$ cat src/rtl/stage_if_pkg.sv
// stage_if_pkg: IF->ID interstage layout, fetch FSM states and pack helper
package stage_if_pkg;
  localparam int IF2ID_WIRE_WIDTH = 65;
  localparam int VALID_BIT = 64;
  localparam int NEXT_PC_MSB = 63;
  localparam int NEXT_PC_LSB = 32;
  localparam int INSTR_MSB = 31;
  localparam int INSTR_LSB = 0;
  localparam logic [31:0] IF_NOP_INSTR = 32'h00000000;
  typedef enum logic [1:0] {
    IF_ST_REQ  = 2'd0,
    IF_ST_WAIT = 2'd1,
    IF_ST_HOLD = 2'd2
  } if_state_e;
  function automatic logic [IF2ID_WIRE_WIDTH-1:0] pack_if2id(input logic valid, input logic [31:0] next_pc,
                                                              input logic [31:0] instr);
    pack_if2id = '0;
    pack_if2id[VALID_BIT] = valid;
    pack_if2id[NEXT_PC_MSB:NEXT_PC_LSB] = next_pc;
    pack_if2id[INSTR_MSB:INSTR_LSB] = instr;
  endfunction
endpackage

$ cat src/rtl/stage_if_pc_gen.sv
// stage_if_pc_gen: next fetch address over pc+4, pending redirect and same-cycle branch bypass
module stage_if_pc_gen (
  input  logic [31:0] pc_i,
  input  logic        redir_pending_i,
  input  logic [31:0] redir_target_i,
  input  logic        branch_taken_i,
  input  logic [31:0] branch_target_i,
  output logic [31:0] next_fetch_o
);
  assign next_fetch_o = redir_pending_i ? redir_target_i :
                        branch_taken_i  ? (branch_target_i & 32'hFFFF_FFFC) :
                                          pc_i + 32'd4;
endmodule

$ cat src/rtl/stage_if.sv
// stage_if: MIPS instruction fetch stage; req/ack imem fetch, stall hold buffer,
// delay-slot branch redirect into the IF->ID register
module stage_if
  import stage_if_pkg::*;
#(
  parameter logic [31:0] RESET_PC  = 32'hBFC00000,
  parameter logic [31:0] NOP_INSTR = IF_NOP_INSTR
) (
  input  logic                        clk,
  input  logic                        rst,
  input  logic                        stall,
  input  logic                        branch_taken,
  input  logic [31:0]                 branch_target,
  output logic                        imem_req,
  output logic [31:0]                 imem_addr,
  input  logic                        imem_ack,
  input  logic [31:0]                 imem_data,
  output logic [IF2ID_WIRE_WIDTH-1:0] interstage_if2id
);
  if_state_e                 state_q, state_d;
  logic [31:0]               pc_q, pc_d, addr_q, addr_d, hold_instr_q, hold_instr_d;
  logic [31:0]               redir_target_q, redir_target_d, next_fetch, deliver_instr;
  logic                      req_q, req_d, hold_valid_q, hold_valid_d, redir_pending_q, redir_pending_d;
  logic                      deliver;
  logic [IF2ID_WIRE_WIDTH-1:0] out_q, out_d;

  stage_if_pc_gen u_pc_gen (
    .pc_i           (pc_q),
    .redir_pending_i(redir_pending_q),
    .redir_target_i (redir_target_q),
    .branch_taken_i (branch_taken),
    .branch_target_i(branch_target),
    .next_fetch_o   (next_fetch)
  );

  assign deliver = !stall && ((state_q == IF_ST_WAIT && imem_ack) || (state_q == IF_ST_HOLD && hold_valid_q));
  assign deliver_instr = state_q == IF_ST_HOLD ? hold_instr_q : imem_data;

  always_comb begin
    state_d = state_q;
    pc_d = pc_q;
    addr_d = addr_q;
    req_d = req_q;
    hold_instr_d = hold_instr_q;
    hold_valid_d = hold_valid_q;
    redir_pending_d = redir_pending_q;
    redir_target_d = redir_target_q;
    out_d = stall   ? out_q :
            deliver ? pack_if2id(1'b1, pc_q + 32'd4, deliver_instr) :
                      pack_if2id(1'b0, out_q[NEXT_PC_MSB:NEXT_PC_LSB], NOP_INSTR);
    // a branch seen during a delivery is bypassed straight into pc by pc_gen
    if (branch_taken && !redir_pending_q && !deliver) begin
      redir_pending_d = 1'b1;
      redir_target_d = branch_target & 32'hFFFF_FFFC;
    end
    case (state_q)
      IF_ST_REQ: begin
        addr_d = pc_q;
        req_d = 1'b1;
        state_d = IF_ST_WAIT;
      end
      IF_ST_WAIT: if (imem_ack) begin
        req_d = 1'b0;
        state_d = stall ? IF_ST_HOLD : IF_ST_REQ;
        hold_instr_d = stall ? imem_data : hold_instr_q;
        hold_valid_d = stall;
      end
      IF_ST_HOLD: state_d = stall ? IF_ST_HOLD : IF_ST_REQ;
      default: state_d = IF_ST_REQ;
    endcase
    if (deliver) begin
      pc_d = next_fetch;
      redir_pending_d = 1'b0;
      hold_valid_d = 1'b0;
    end
  end

  always_ff @(posedge clk) begin
    if (!rst) begin
      state_q <= IF_ST_REQ;
      pc_q <= RESET_PC;
      addr_q <= '0;
      req_q <= 1'b0;
      hold_instr_q <= NOP_INSTR;
      hold_valid_q <= 1'b0;
      redir_pending_q <= 1'b0;
      redir_target_q <= '0;
      out_q <= pack_if2id(1'b0, 32'd0, NOP_INSTR);
    end else begin
      state_q <= state_d;
      pc_q <= pc_d;
      addr_q <= addr_d;
      req_q <= req_d;
      hold_instr_q <= hold_instr_d;
      hold_valid_q <= hold_valid_d;
      redir_pending_q <= redir_pending_d;
      redir_target_q <= redir_target_d;
      out_q <= out_d;
    end
  end

  assign imem_req = req_q;
  assign imem_addr = addr_q;
  assign interstage_if2id = out_q;
endmodule

$ cat config.mk
export PLATFORM = sky130hd
export DESIGN_NAME = stage_if
export DESIGN_NICKNAME = d
export VERILOG_FILES = /design/src/rtl/stage_if_pkg.sv /design/src/rtl/stage_if_pc_gen.sv /design/src/rtl/stage_if.sv
export SDC_FILE = /design/constraint.sdc
export NUM_CORES = 1
export LEC_CHECK = 0
export BUFFER_PORTS_ARGS = -buffer_cell sky130_fd_sc_hd__buf_4
export CORE_MARGIN = 2
export CORE_UTILIZATION = 55
export DETAILED_ROUTE_END_ITERATION = 10
export GPL_ROUTABILITY_DRIVEN = 0
export PLACE_DENSITY_LB_ADDON = 0.3
export SYNTH_ARGS = -nofsm -noshare
export SYNTH_HDL_FRONTEND = slang
export SYNTH_SLANG_ARGS = --single-unit
$ cat constraint.sdc
create_clock -name clk -period 2.15 [get_ports clk]
set_input_delay 0.43 -clock clk [delete_from_list [all_inputs] [get_ports clk]]
set_output_delay 0.43 -clock clk [all_outputs]
set_load 0.05 [all_outputs]
After elaboration in Yosys (flattened, before gate mapping)
Cells that the tools add are included.
{"block": "totals", "ff_bits": 196, "latchBits": 0, "mem_bits_rw": 0, "rom_bits": 0, "in_bits": 69, "output_inout_bits": 98, "wordCells": 41, "mem_count": 0}
{"block": "op_classes", "addsub": 1, "mul": 0, "n_div": 0, "n_lt_le_gt_ge": 0, "eq_ne": 3, "shifts": 0, "muxes": 9, "bitwise": 2, "reduce_logical": 16}
{"op": "32-bit two-way mux", "count": 3}
{"op": "65-bit two-way mux", "count": 1}
{"op": "32-bit by 3-bit adder with 32-bit output, second input constant", "count": 1}
{"op": "2-bit case mux with 3 select lines", "count": 1}
{"op": "2-bit AND reduction", "count": 3}
{"op": "1-bit logical AND", "count": 5}
{"op": "2-bit two-way mux", "count": 2}
{"op": "1-bit zero test", "count": 3}
{"op": "3-bit AND reduction", "count": 1}
{"op": "2-bit by 1-bit == test with 1-bit output, second input constant", "count": 1}
{"op": "2-bit == test, second input constant", "count": 1}
{"op": "2-bit zero test", "count": 1}
{"op": "2-bit != test, second input constant", "count": 1}
{"op": "1-bit NOT", "count": 2}
{"op": "1-bit case mux with 2 select lines", "count": 1}
{"op": "2-bit nonzero test", "count": 1}
{"op": "2-bit OR reduction", "count": 1}
{"op": "1-bit logical OR", "count": 1}
{"op": "1-bit two-way mux", "count": 1}

Longest topological paths before layout
Gate-level depths: netlist (run 1).
{"block": "depth", "ltp_word": 6, "ltp_mapped": 10, "mapped_depth_nobuf": 7}

Hierarchy
Synthesis (run 1) repeated with hierarchy kept, for this count alone.
{"block": "unflattened", "hier_cells": 1045, "area_unflattened_um2": 8824.7}
{"module": "stage_if", "instances": 1, "cells_each": 871, "area_per_inst_um2": 7751.2, "seq_area_each_um2": 3923.8}
{"module": "stage_if_pc_gen", "instances": 1, "cells_each": 174, "area_per_inst_um2": 1073.5, "seq_area_each_um2": 0.0}

Worst setup path before layout (run 1)
No wires, ideal clock.
{"block": "synth_timing", "path_kind": "register to register", "startpoint": "reg state_q[0]", "endpoint": "reg pc_q[6]", "setup_ps": 76, "arrival_time_ps": 1804, "t_required_ps": 2074, "slack_ps": 270, "path_stages_with_launch": 10, "n_path_buf": 3, "period_less_slack_ps": 1880, "path_cell_list": "dfxtp_1 > inv_1 > ha_1 > clkbuf_1 > a22o_1 > nand2b_1 > clkbuf_1 > clkbuf_1 > o21ai_0 > a21boi_0"}
{"block": "synth_between", "elab_chain_cells": 4, "word_cells_on_any_way": 6, "cone_classes": "2 x eq/ne; 4 x reduce/logical"}
{"element": "from (decl)", "line": "stage_if.sv:20", "rtl": "if_state_e state_q, state_d;"}
{"element": "from (signal assigned)", "line": "stage_if.sv:90", "rtl": "state_q <= state_d;"}
{"element": "2-bit by 1-bit == test with 1-bit output / 2-bit == test (equally long branches)", "line": "stage_if.sv:36", "rtl": "assign deliver = !stall && ((state_q == IF_ST_WAIT && imem_ack) || (state_q == IF_ST_HOLD && hold_valid_q));"}
{"element": "1-bit logical AND", "line": "stage_if.sv:36"}
{"element": "1-bit logical OR (*)", "line": "stage_if.sv:36"}
{"element": "1-bit logical AND (*)", "line": "stage_if.sv:36"}
{"element": "to (signal assigned)", "line": "stage_if.sv:91", "rtl": "pc_q <= pc_d;"}
{"element": "to (decl)", "line": "stage_if.sv:21", "rtl": "logic [31:0] pc_q, pc_d, addr_q, addr_d, hold_instr_q, hold_instr_d;"}
Every way passes the cells marked *; elsewhere a longest branch is shown, timed or not.
A chain may end at the register's enable or synchronous reset.

Final worst setup path (run 1)
{"block": "layout_timing", "startpoint": "reg state_q[1]", "endpoint": "reg redir_target_q[8]"}
{"block": "layout_between", "elab_chain_cells": 6, "word_cells_on_any_way": 8, "cone_classes": "2 x eq/ne; 6 x reduce/logical"}
{"element": "2-bit by 1-bit == test with 1-bit output / 2-bit == test (equally long branches)", "line": "stage_if.sv:36"}
{"element": "1-bit logical AND", "line": "stage_if.sv:36"}
{"element": "1-bit logical OR (*)", "line": "stage_if.sv:36"}
{"element": "1-bit logical AND (*)", "line": "stage_if.sv:36"}
{"element": "1-bit zero test (*)", "line": "stage_if.sv:52", "rtl": "if (branch_taken && !redir_pending_q && !deliver) begin"}
{"element": "1-bit logical AND (*)", "line": "stage_if.sv:52"}
{"element": "to (signal assigned)", "line": "stage_if.sv:97", "rtl": "redir_target_q <= redir_target_d;"}
{"element": "to (decl)", "line": "stage_if.sv:22", "rtl": "logic [31:0] redir_target_q, redir_target_d, next_fetch, deliver_instr;"}
Marked as above.

==> impl_summary.md, run 1 <==
Status
The flow ran to the end, and the final reports show no timing, DRC or antenna violations.

Critical path
The startpoint identified for the worst register-to-register timing path is state_q[1]$_SDFFE_PN0P_. The kind of launch point of the worst setup path is a flop. The category of the worst setup path capture point is a flop. The worst setup path startpoint is state_q[1]$_SDFFE_PN0P_.

In this run the worst path has a maximum fanout of 11. The critical path arrival is 2350 ps. The worst setup path is of the reg2reg kind. Data on the critical path is required at its endpoint by 2470 ps.

Global routing
The maximum number of pins on one net before global-route repair is 154. The global-route total usage across every layer is 0.252. The via count of the first global-routing pass came to 6584. The wire length of the first global-routing pass is 33200 um. The initial antenna violation count came to 0.

The leftover overflow at the end of global routing is 0.

Drt
The routed wire length is 20700 um. The remaining antenna violation count is 0. In the final routed layout, each cell accounts on average for 15.9 um.

The number of remaining DRC errors is 0. The final route contains 7209 vias. The count of routing violations after the opening detailed-route iteration is 478. The first TritonRoute pass finished after 5 iterations. In the routed layout, each cell is associated on average with a via count of 5.53.

Finish
The summed area of non-filler cells in the final layout is 10600 um2. The share of final-layout standard cells stronger than drive strength 1 is 0.221. The area overhead of the layout relative to synthesis is 24.9%. The library cell used most frequently in the layout, excluding fill and tap cells, is buf_4. The net count reported at finish is 1177. The diode insertion count for antenna repair is 0. Leaving out fill and tap cells, the most frequent cells in the layout are buf_4 (194), dfxtp_1 (189), nand2_1 (158), mux2i_1 (96), o21ai_0 (94). The final core area utilization is 0.700. The final instance count without filler cells is 1303.

Floorplan
The horizontal extent of the die is 128 um. The number of rows in the core area is 45. Pin placement for this block handled 167 I/O pins. The die covers 16400 um2. The placeable core region is 15100 um2.

In this run the vertical extent of the chip is 128 um. For this configuration, the core starts out at a cell density of 0.561.

Yosys
The mapped netlist covers 8490 um2. The cell count after synthesis came out at 963. In this run, distinct cell masters in the synthesized netlist total 54. In this run, synthesis inferred 0 flip-flops with an integrated enable. Of the synthesized area, sequential elements account for 0.448. The average cell area after synthesis is 8.82 um2.

The dominant synthesized flop cell is dfxtp_1. The Yosys step of the flow raised 0 warnings. Counting flops and latches in the post-synthesis netlist gives 190. After synthesis, the share of flip-flops with an asynchronous set or reset is 0.

Power
In this run the power density over the cells is 795 nW/um2. Summed over all cells, the static leakage comes to 4.44 nW. The largest voltage drop on the vdd net is 0.587 mV.

CTS
For the worst-skew pair, the clock arrives at the later sink with an insertion delay of 440 ps. The clock buffer count from CTS is 17. No sink is reached through more buffers than the 2 on the longest clock path. In this run the clock root is driven by a clkbuf_16. The depth of the CTS H-tree is 4. TritonCTS built the clock tree. The number of clock sinks is 190. Clock-pin slew was measured on the worst setup and hold paths at 70 ps.

Place
After legalization and detailed placement, the total HPWL measured 14100 um. Buffers placed on the I/O ports in this run total 160. The placed instance area is 9960 um2. Prior to clock tree synthesis, the placed netlist has a worst setup slack of 115 ps. Once placement completed, the tool counted placed cells totaling 1270.

STA
Dividing the final minimum period by the clock period gives 0.944. The time the worst path needs with I/O delays and setup is 2030 ps. Setup repair after global routing left no endpoint under its margin. The final count of hold timing violations was 0. The post-route worst setup slack is 120 ps.

The highest clock rate is 493 MHz. The number of max-slew violations in the final report is 0. The max-slew headroom at the worst pin is 0.464. Summed over all failing endpoints, the final setup total negative slack is 0 ps.

Setup violations remaining at the end of the flow were counted as 0. On the final layout, the worst clock skew is 14.2 ps. The slew at the pin with the worst max-slew slack is 802 ps.

Run
The number of max-cap violations is 0.

Worst hold path
The startpoint identified for the worst hold timing path is branch_target[13]. The worst min-delay path category is in2reg.
==> path summary, 6_finish.rpt <==
| path | endpoint | slack, ps | cells past startpoint |
|---|---|---|---|
| hold / removal | redir_target_q[13]$_SDFFE_PN0P_ | 260 | 3 |
| hold reg to reg | interstage_if2id[64]$_SDFFE_PN0N_ | 440 | 2 |
| setup reg to reg | redir_target_q[8]$_SDFFE_PN0P_ | 120 | 8 |
| setup / recovery | redir_target_q[8]$_SDFFE_PN0P_ | 120 | 8 |
==> what timing repair did <==
item | in CTS | in global routing
hold buffers | 0 | 0
buffers inserted | 0 | 2
endpoints found under the hold margin | 0 | 0
gates resized for setup | 0 | 7
endpoints found under the setup margin | 0 | 19
==> layer usage <==
metal  up-vias  global-route usage  routed length (um)
li1       3598                   -                   -
met1      3380               0.351                9710
met2       218               0.397                9600
met3        13              0.0513                1160
met4         0              0.0743                 219
met5         -                   0                   0
==> through the flow <==
stage	hold slack, ps	power (mW)
floorplan	443	4.84
global placement	434	5.27
detailed placement	438	5.29
CTS	242	8.48
global route	254	8.75
finish	256	8.44
==> kinds of logic (layout without fill, tap and decap cells) <==
| family | count (synthesis) | after routing | share of synthesized area |
|---|---|---|---|
| simple gates | 315 | 315 | 0.186 |
| compound gates | 240 | 240 | 0.173 |
| flops | 190 | 190 | 0.448 |
| mux | 96 | 96 | 0.113 |
| buf+inv | 88 | 237 | 0.0429 |
| xor+xnor | 28 | 28 | 0.0289 |
| fa+ha+maj | 5 | 5 | 0.00737 |
| other cells | 1 | 4 | 0.000442 |
==> state kept, by name (all words and copies together), names as in the netlist <==
signal            flops
interstage_if2id     63
hold_instr_q         32
imem_addr            30
pc_q                 30
redir_target_q       30
state_q               2
hold_valid_q          1
imem_req              1
redir_pending_q       1
==> worst max-delay path, stage by stage (launching register included) <==
cell and delay [ps]:
dfxtp_1 360, inv_1 90, ha_1 250, a22o_1 270
nand2b_1 290, nand3_2 130, buf_4 240, mux2i_1 210
nor2b_1 70
==> Yosys cell counts (6+ instances only) <==
cell | number | share of area
nand4_1 | 8 | 0.0059
and2_1 | 7 | 0.0052
nand3_1 | 16 | 0.0094
a211oi_1 | 6 | 0.0053
xnor2_1 | 17 | 0.018
inv_1 | 6 | 0.0027
o21ai_0 | 94 | 0.055
xor2_1 | 11 | 0.011
a21oi_1 | 52 | 0.031
nand2_1 | 158 | 0.070
nor2_1 | 16 | 0.0071
mux2i_1 | 96 | 0.11
nor2b_1 | 65 | 0.048
clkbuf_1 | 61 | 0.027
o211ai_1 | 6 | 0.0053
dfxtp_1 | 190 | 0.45
a21boi_0 | 39 | 0.034
and3_1 | 19 | 0.014
buf_2 | 15 | 0.0088
==> final cells by class <==
cell class | instances | area [um2]
Multi-Input combinational cell | 688 | 4380
Timing Repair Buffer | 200 | 1570
Tap cell | 188 | 235
Sequential cell | 190 | 3800
Clock inverter | 9 | 136
Inverter | 6 | 22.5
Fill cell | 1223 | 4540
Clock buffer | 22 | 464
==> where the power goes <==
part,leakage [nW],internal (mW),switching [mW]
combinational,2.60,0.555,0.863
sequential,1.55,3.69,0.117
clock,0.286,1.89,1.32
total,4.44,6.14,2.30
Power figures use the tool's default switching activity.
==> inputs of run 2 (changes only) <==
--- a/config.mk
+++ b/config.mk
@@ -5,6 +5,7 @@
 export SDC_FILE = /design/constraint.sdc
 export NUM_CORES = 1
 export LEC_CHECK = 0
+export ABC_AREA = 1
 export BUFFER_PORTS_ARGS = -buffer_cell sky130_fd_sc_hd__buf_4
 export CORE_MARGIN = 2
 export CORE_UTILIZATION = 55
==> run 2 against run 1 <==
  * Non-clock buffer count shrank 19
  * Area after synthesis shrank 4.5%
  * Clock skew shrank 6.7 ps
  * Worst hold slack gained 27 ps
  * Sequential share of layout area grew 2.2 points
  * First-iteration DRC count grew 19%
  * Critical path type unchanged
  * Power grew 4.9%
  * Sequential power grew 4%
  * Wire length grew 1.6%
  * Critical endpoint is now pc_q[5]$_SDFFE_PN0P_
==> impl_summary.md, run 2 <==
Floorplan
The initial utilization of the core area, before any placement, comes to 0.560. The floorplan step defined a die boundary enclosing 15700 um2. The floorplan step set the die width to 125 um. 167 I/O pins were placed. The floorplan has 44 rows.

In this run the standard cell core region covers 14500 um2. Measured along the y axis, the die boundary spans 125 um.

Yosys
The average cell area after synthesis is 7.23 um2. The number of warnings printed during yosys synthesis is 0. The number of flip-flops and latches in the synthesized netlist is 190. The post-synthesis instance area is 8110 um2. Among all flip-flop cells after synthesis, the most frequent one is dfxtp_1. The fraction of post-synthesis cell area in the top cell type by area is 0.469. The number of enable flip-flop cells after synthesis is 0. The async set-reset flop share out of synthesis is 0. In the synthesized netlist, the cells that appear most often are nand2_1 (246), dfxtp_1 (190), o21ai_0 (173). The most common cell in the synthesized netlist is nand2_1. The biggest area contributor in the post-synthesis netlist is dfxtp_1. The number of instances in the synthesized netlist is 1121. By area the synthesized netlist is led by dfxtp_1 (47%), nand2_1 (11%), o21ai_0 (11%). Synthesis instantiated 32 different standard cells from the library. Of the synthesized area, sequential elements account for 0.469.

Critical path
The critical path is of the reg2reg type. The worst setup path is launched from a flop. Walking the worst path, the cells encountered are inv_1, ha_1, nand2_1, o21ai_1, nand2_2, clkinvlp_4, o21ai_0, a41oi_1. The kind of cell with the highest combined delay along the critical path is compound AO/OA/AOI/OAI gates. The category of the worst setup path capture point is a flop.

Of all nets on the critical path, the largest fanout is 23. For this run, the slowest stage of the critical path takes 360 ps. The slowest stage of the critical path belongs to the cell dfxtp_1.

The critical path arrival is 2210 ps. Together, buffers and inverters on the worst path number 2. The worst path required time is 2440 ps.

CTS
The clock insertion delay at the later pin of the skew report is 430 ps. The root buffer cell chosen for the clock tree is clkbuf_16. Gates resized during post-CTS repair numbered 0. After clock tree synthesis, the clock-pin slew on the worst setup and hold paths is 70 ps. Clock tree synthesis inserted a total of 17 buffers. The depth of the CTS H-tree is 4. The count of hold-fix buffers inserted at cts is 0.

The tree built by TritonCTS fans out to 190 sinks. TritonCTS built the clock tree. The number of setup buffers added after CTS is 0. The maximum clock path buffer count is 2.

Drt
After detailed routing, the number of remaining DRC violations is 0. Dividing the detail-routed via count by the number of cells gives 5.37. For this block, the initial DRC count from the detailed router was 570. The routed wire length is 21000 um. The routed wirelength normalized by instance count is 14.6 um. For this block, the via count after detailed routing is 7753. The detailed-routing iteration count for the pre-antenna-repair pass is 5. The count of nets left with antenna violations once routing finished came out at 0.

Global routing
The via count of the first global-routing pass was 7119. The initial antenna violation count is 0. The wire length of the first global-routing pass is 34300 um. After global routing the overflow that remains totals 0. In the global route stage, overall resource usage came out at 0.267. Entering global routing, the biggest net connects 104 pins.

Power
The largest voltage drop on the vdd net is 0.537 mV. The overall power after layout is 8.85 mW. Of the total power, the share spent switching nets is 0.314. The sequential share of power is 0.450.

Power spread over the standard cell area amounts to 886 nW/um2. Of the total power, combinational logic draws 0.213. The cell-internal power is 6.07 mW. The analysis attributes to cell leakage a power of 4.28 nW.

Summed over all nets, the switching power comes to 2.78 mW. The clock group share of total power is 0.337.

STA
The worst path needs 1920 ps of the cycle, external delays included. The max-slew headroom at the worst pin is 0.639. Setup repair after global routing left no endpoint under its margin. The final count of hold timing violations came to 0. The setup clock skew after layout is 7.50 ps. At the pin with the least slew margin, the transition time is 542 ps. Setup violations remaining at the end of the flow were counted as 0.

The number of max-slew violations in the final report was 0. In the finished design, the share of the clock period the worst path needs comes to 0.894. Based on the critical path, the design can be clocked at up to 520 MHz.

The setup total negative slack is 0 ps.

Finish
Of the cells placed in the final design, the portion with a size suffix greater than 1 is 0.184. 0 antenna diodes ended up in the layout. In the layout the commonest cells are nand2_1 (245), dfxtp_1 (190), buf_4 (178), o21ai_0 (173), nor2_1 (115). The net count of the finished layout is 1322. Leaving out fill and tap cells, the most frequent cell in the layout is nand2_1. The filler cells instantiated in the layout total 1227. The number of flip-flops in the largest register is 63. The area overhead of the layout relative to synthesis is 23.2%.

Place
Port buffering added 160 buffers. The sum of net half-perimeters after detailed placement is 14800 um.

Status
The run finished with clean final reports.

Run
The number of max-cap violations is 0.

Worst hold path
The worst min-delay path category is in2reg.
==> run 2: final timing paths <==
path                                         from                         endpoint  slack [ps]  cells after the start
setup / recovery          state_q[1]$_SDFFE_PN0P_             pc_q[5]$_SDFFE_PN0P_         230                      8
hold / removal                  branch_target[11]  redir_target_q[11]$_SDFFE_PN0P_         280                      3
hold reg to reg   redir_target_q[31]$_SDFFE_PN0P_  redir_target_q[31]$_SDFFE_PN0P_         450                      2
setup reg to reg          state_q[1]$_SDFFE_PN0P_             pc_q[5]$_SDFFE_PN0P_         230                      8
==> run 2: area by class of cell <==
| cell class | instances | area, um2 | area share |
|---|---|---|---|
| Clock buffer | 21 | 470 | 0.0471 |
| Clock inverter | 10 | 90.1 | 0.00902 |
| Inverter | 79 | 300 | 0.0301 |
| Multi-Input combinational cell | 779 | 3710 | 0.371 |
| Sequential cell | 190 | 3800 | 0.381 |
| Tap cell | 184 | 230 | 0.0230 |
| Timing Repair Buffer | 181 | 1390 | 0.139 |
==> run 2: power by group through the flow <==
stage               combinational, mW  sequential (mW)  clock, mW
finish                           1.89             3.98       2.98
global route                     2.07             4.01       3.17
CTS                              1.89             3.98       3.02
detailed placement               1.88             4.05          0
global placement                 1.84             4.05          0
floorplan                       0.809             4.53          0
==> run 2: kinds of logic after synthesis <==
logic type | synth area share
adders and majority gates | 0.00771
and+or+nand+nor | 0.224
DFF | 0.469
other | 0.000462
buffers and inverters | 0.0781
AOI/OAI and AO/OA | 0.205
xor gates and xnor gates | 0.0160
==> run 2: through the flow <==
stage | cell area (um2) | instances | hold WS, ps | setup slack (ps) | util
final | 9990 | 1444 | 283 | 227 | 0.690
after global routing | 9990 | 1444 | 281 | 8.65 | 0.690
after CTS | 9970 | 1444 | 276 | 71.9 | 0.689
after detailed placement | 9410 | 1413 | 438 | 80.5 | 0.650
after global placement | 9410 | 1413 | 432 | 162 | 0.650
after floorplan | 8120 | 1124 | 424 | 630 | -
==> run 2: metal layers <==
layer	wire length [um]	up-vias	GRT usage	part of all wire
met5	0	-	0	0
met4	652	0	0.120	0.031
met3	1550	42	0.0689	0.074
met2	9910	256	0.434	0.47
met1	8910	3536	0.333	0.42
li1	-	3919	-	-
==> run 2: tightest hold or removal path: cells and delay by family <==
kind	cells	cell delay [ps]
AO/OA/AOI/OAI	1	60
buffers and inverters	1	110
AND/OR/NAND/NOR	1	70
==> inputs of run 3 (changes only) <==
--- a/config.mk
+++ b/config.mk
@@ -12,6 +12,7 @@
 export DETAILED_ROUTE_END_ITERATION = 10
 export GPL_ROUTABILITY_DRIVEN = 0
 export PLACE_DENSITY_LB_ADDON = 0.3
+export SETUP_SLACK_MARGIN = 0.5
 export SYNTH_ARGS = -nofsm -noshare
 export SYNTH_HDL_FRONTEND = slang
 export SYNTH_SLANG_ARGS = --single-unit
==> run 3 against run 2 <==
  * Cell area rose by 5.8%
  * Via count rose by 4.8%
  * Wire length rose by 11%
  * Critical path depth did not move
  * Final cell count rose by 1.5%
  * Combinational power rose by 12%
  * Sequential share of layout area fell by 2.0 points
  * Clock power barely moved
  * Critical endpoint is now pc_q[16]$_SDFFE_PN0P_
  * Largest cell class is now multi-input gates
  * Largest power group unchanged
==> impl_summary.md, run 3 (same netlist as run 2, synthesis figures left out) <==
Finish
In the layout the commonest cells are nand2_1 (242), dfxtp_1 (182), buf_4 (180), o21ai_0 (131), a21oi_1 (104). In the final design database the tool counted 1343 nets. The area overhead of the layout relative to synthesis is 30.3%. The register with the most flip-flops in the layout has 63 of them. The share of final-layout standard cells stronger than drive strength 1 is 0.233. The final instance count without filler cells is 1465. 0 antenna diodes ended up in the layout. The library cell used most frequently in the layout, excluding fill and tap cells, is nand2_1. The number of inserted filler cells in the final layout is 1105.

Global routing
The global routing met3 resource utilization is 0.0706. Global routing finished with a remaining overflow of 0. The wire length of the first global-routing pass is 35500 um. Across every metal layer, demand over resource in global routing totals 0.276. The layer flagged by global routing as most heavily used is met2.

For this run, global-route usage on met2 was measured as 0.451. The initial antenna violation count came to 0. The maximum number of pins on one net before global-route repair is 104. The fraction of met1 tracks used by global routing is 0.340.

The via count of the first global-routing pass was 7337.

Critical path
STA classifies the critical path endpoint as a flop. The number of buffers and inverters on the critical path is 3. The category of the critical setup timing path is reg2reg.

The worst reg-to-reg path cell count is 8. The largest stage delay on the critical path is 370 ps. The worst path required time is 2470 ps. Walking the worst path, the cells encountered are inv_4, ha_4, inv_1, o21ai_4, nand2_4, bufbuf_16, nor2_2, a21oi_1. In this run the number of cells on the critical path is 8. At the worst endpoint, the arrival time is 1970 ps. The maximum fanout encountered on the critical timing path is 13. The kind of cell with the highest combined delay along the critical path is buffers and inverters. The worst setup path is launched from a flop. The critical-path cell with the highest stage delay is dfxtp_4.

STA
The setup total negative slack is 0 ps. The final count of hold timing violations is 0. The fraction of the cycle the final worst path needs is 0.767. The max-slew headroom at the worst pin is 0.633. The setup clock skew after layout is 8.39 ps. Setup violations remaining at the end of the flow were counted as 0. Setup repair after global routing could not meet its margin everywhere. The time the worst path needs with I/O delays and setup is 1650 ps. The number of max-slew violations in the final report is 0. The slew at the pin with the worst max-slew slack is 550 ps. The highest clock rate is 606 MHz.

Power
The switching fraction of total power is 0.320. The clock group share of total power is 0.329. The net switching power is 2.91 mW.

The cell-internal power is 6.18 mW. The sequential share of power is 0.439. The share of total power in combinational logic is 0.231.

Power spread over the standard cell area amounts to 861 nW/um2. The standby leakage power is 4.48 nW. Across the VDD grid, the largest voltage drop is 0.559 mV.

CTS
In this run the deepest clock path goes through 2 buffers. For this design, the sink count on the clock tree is 190. The master cell of the clock root buffer is clkbuf_16. For the worst-skew pair, the clock arrives at the later sink with an insertion delay of 430 ps.

The clock buffer count from CTS is 17. The clock tree from TritonCTS is built. The clock edge transition at the registers on the reported setup and hold paths is 70 ps. The depth of the CTS H-tree is 4.

Floorplan
The I/O pin total is 167. The die covers 15700 um2. The initial core utilization is 0.560. Measured along the x axis, the die boundary spans 125 um.

The floorplan has 44 rows. The total area inside the core boundary comes to 14500 um2. The die extent in y is 125 um.

Drt
The number of remaining DRC errors is 0. The count of routing violations after the opening detailed-route iteration is 665. The routed wirelength normalized by instance count is 15.9 um. The total number of vias is 8122. The pre-antenna-repair detailed-routing pass consisted of 5 iterations. Wires add up to 23300 um. The remaining antenna violation count is 0. In the routed layout, each cell is associated on average with a via count of 5.54.

Run
Across the run, the number of max-cap violations was 0.

Place
Detailed placement ended at an HPWL of 14800 um. Counting tap cells, the placed design contains a total of 1413 instances. Input and output buffers added on the ports amount to 160.

Worst hold path
The path class of the tightest hold or removal check is in2reg. Along the worst hold path, the cell count comes to 3.

Status
The run finished with clean final reports.
run 3: cell types whose count changed in the layout (fill, tap and decap cells not counted), sizes merged:
cell	delta
buf	+11
bufbuf	+1
clkbuf	+4
clkinvlp	+4
inv	-1
nand2	+2
run 3: worst register-to-register path, delay by kind of cell (launching register included):
kind	cells	cell delay, ps
and+or+nand+nor	2	310
adders and majority gates	1	130
DFF	1	370
buffers and inverters	3	440
AOI/OAI and AO/OA	2	300
run 3: worst paths after layout:
path,slack (ps),end,start
setup / recovery,500,pc_q[16]$_SDFFE_PN0P_,state_q[0]$_SDFFE_PN0P_
hold / removal,280,redir_target_q[17]$_SDFFE_PN0P_,branch_target[17]
setup reg to reg,500,pc_q[16]$_SDFFE_PN0P_,state_q[0]$_SDFFE_PN0P_
hold reg to reg,450,interstage_if2id[44]$_SDFFE_PN0P_,interstage_if2id[44]$_SDFFE_PN0P_
run 3: repair_timing:
action	in CTS	in global routing
cloned	5	5
resized for setup	48	82
setup buffers	3	8
pin swaps	4	4
hold buffers	0	0
setup endpoints to repair	122	122
run 3: metal layers:
layer  vias to the layer above  wire (um)  share of wire
met1                      3738       9540           0.41
met4                         0        817          0.035
met5                         -          0              0
li1                       3970          -              -
met2                       352      11200           0.48
met3                        62       1790          0.077
run 3: per-stage QoR:
stage | area [um2] | setup WS [ps] | utilization | hold slack [ps] | total power, mW
detailed placement | 9410 | 80.5 | 0.650 | 438 | 5.93
global placement | 9410 | 162 | 0.650 | 432 | 5.89
finish | 10600 | 501 | 0.730 | 282 | 9.10
global route | 10600 | 455 | 0.730 | 276 | 9.46
floorplan | 8120 | 630 | - | 424 | 5.34
CTS | 10200 | 504 | 0.703 | 272 | 8.96
run 3: area by class of cell:
class                      count  area (um2)  share of cell area
multi-input combinational    781        3920               0.371
sequential                   190        3820               0.361
timing repair buffer         197        1710               0.162
clock buffer                  21         470              0.0445
inverter                      79         309              0.0293
tap                          184         230              0.0218
clock inverter                10        90.1             0.00853
timing repair inverter         3        22.5             0.00213
run 3: power by group through the flow:
stage | Combinational [mW] | Clock, mW | Sequential (mW)
2_1_floorplan | 0.809 | 0 | 4.53
3_3_place_gp | 1.84 | 0 | 4.05
3_5_place_dp | 1.88 | 0 | 4.05
4_1_cts | 1.96 | 3.02 | 3.98
5_1_grt | 2.27 | 3.17 | 4.02
6_report | 2.11 | 3.00 | 4.00
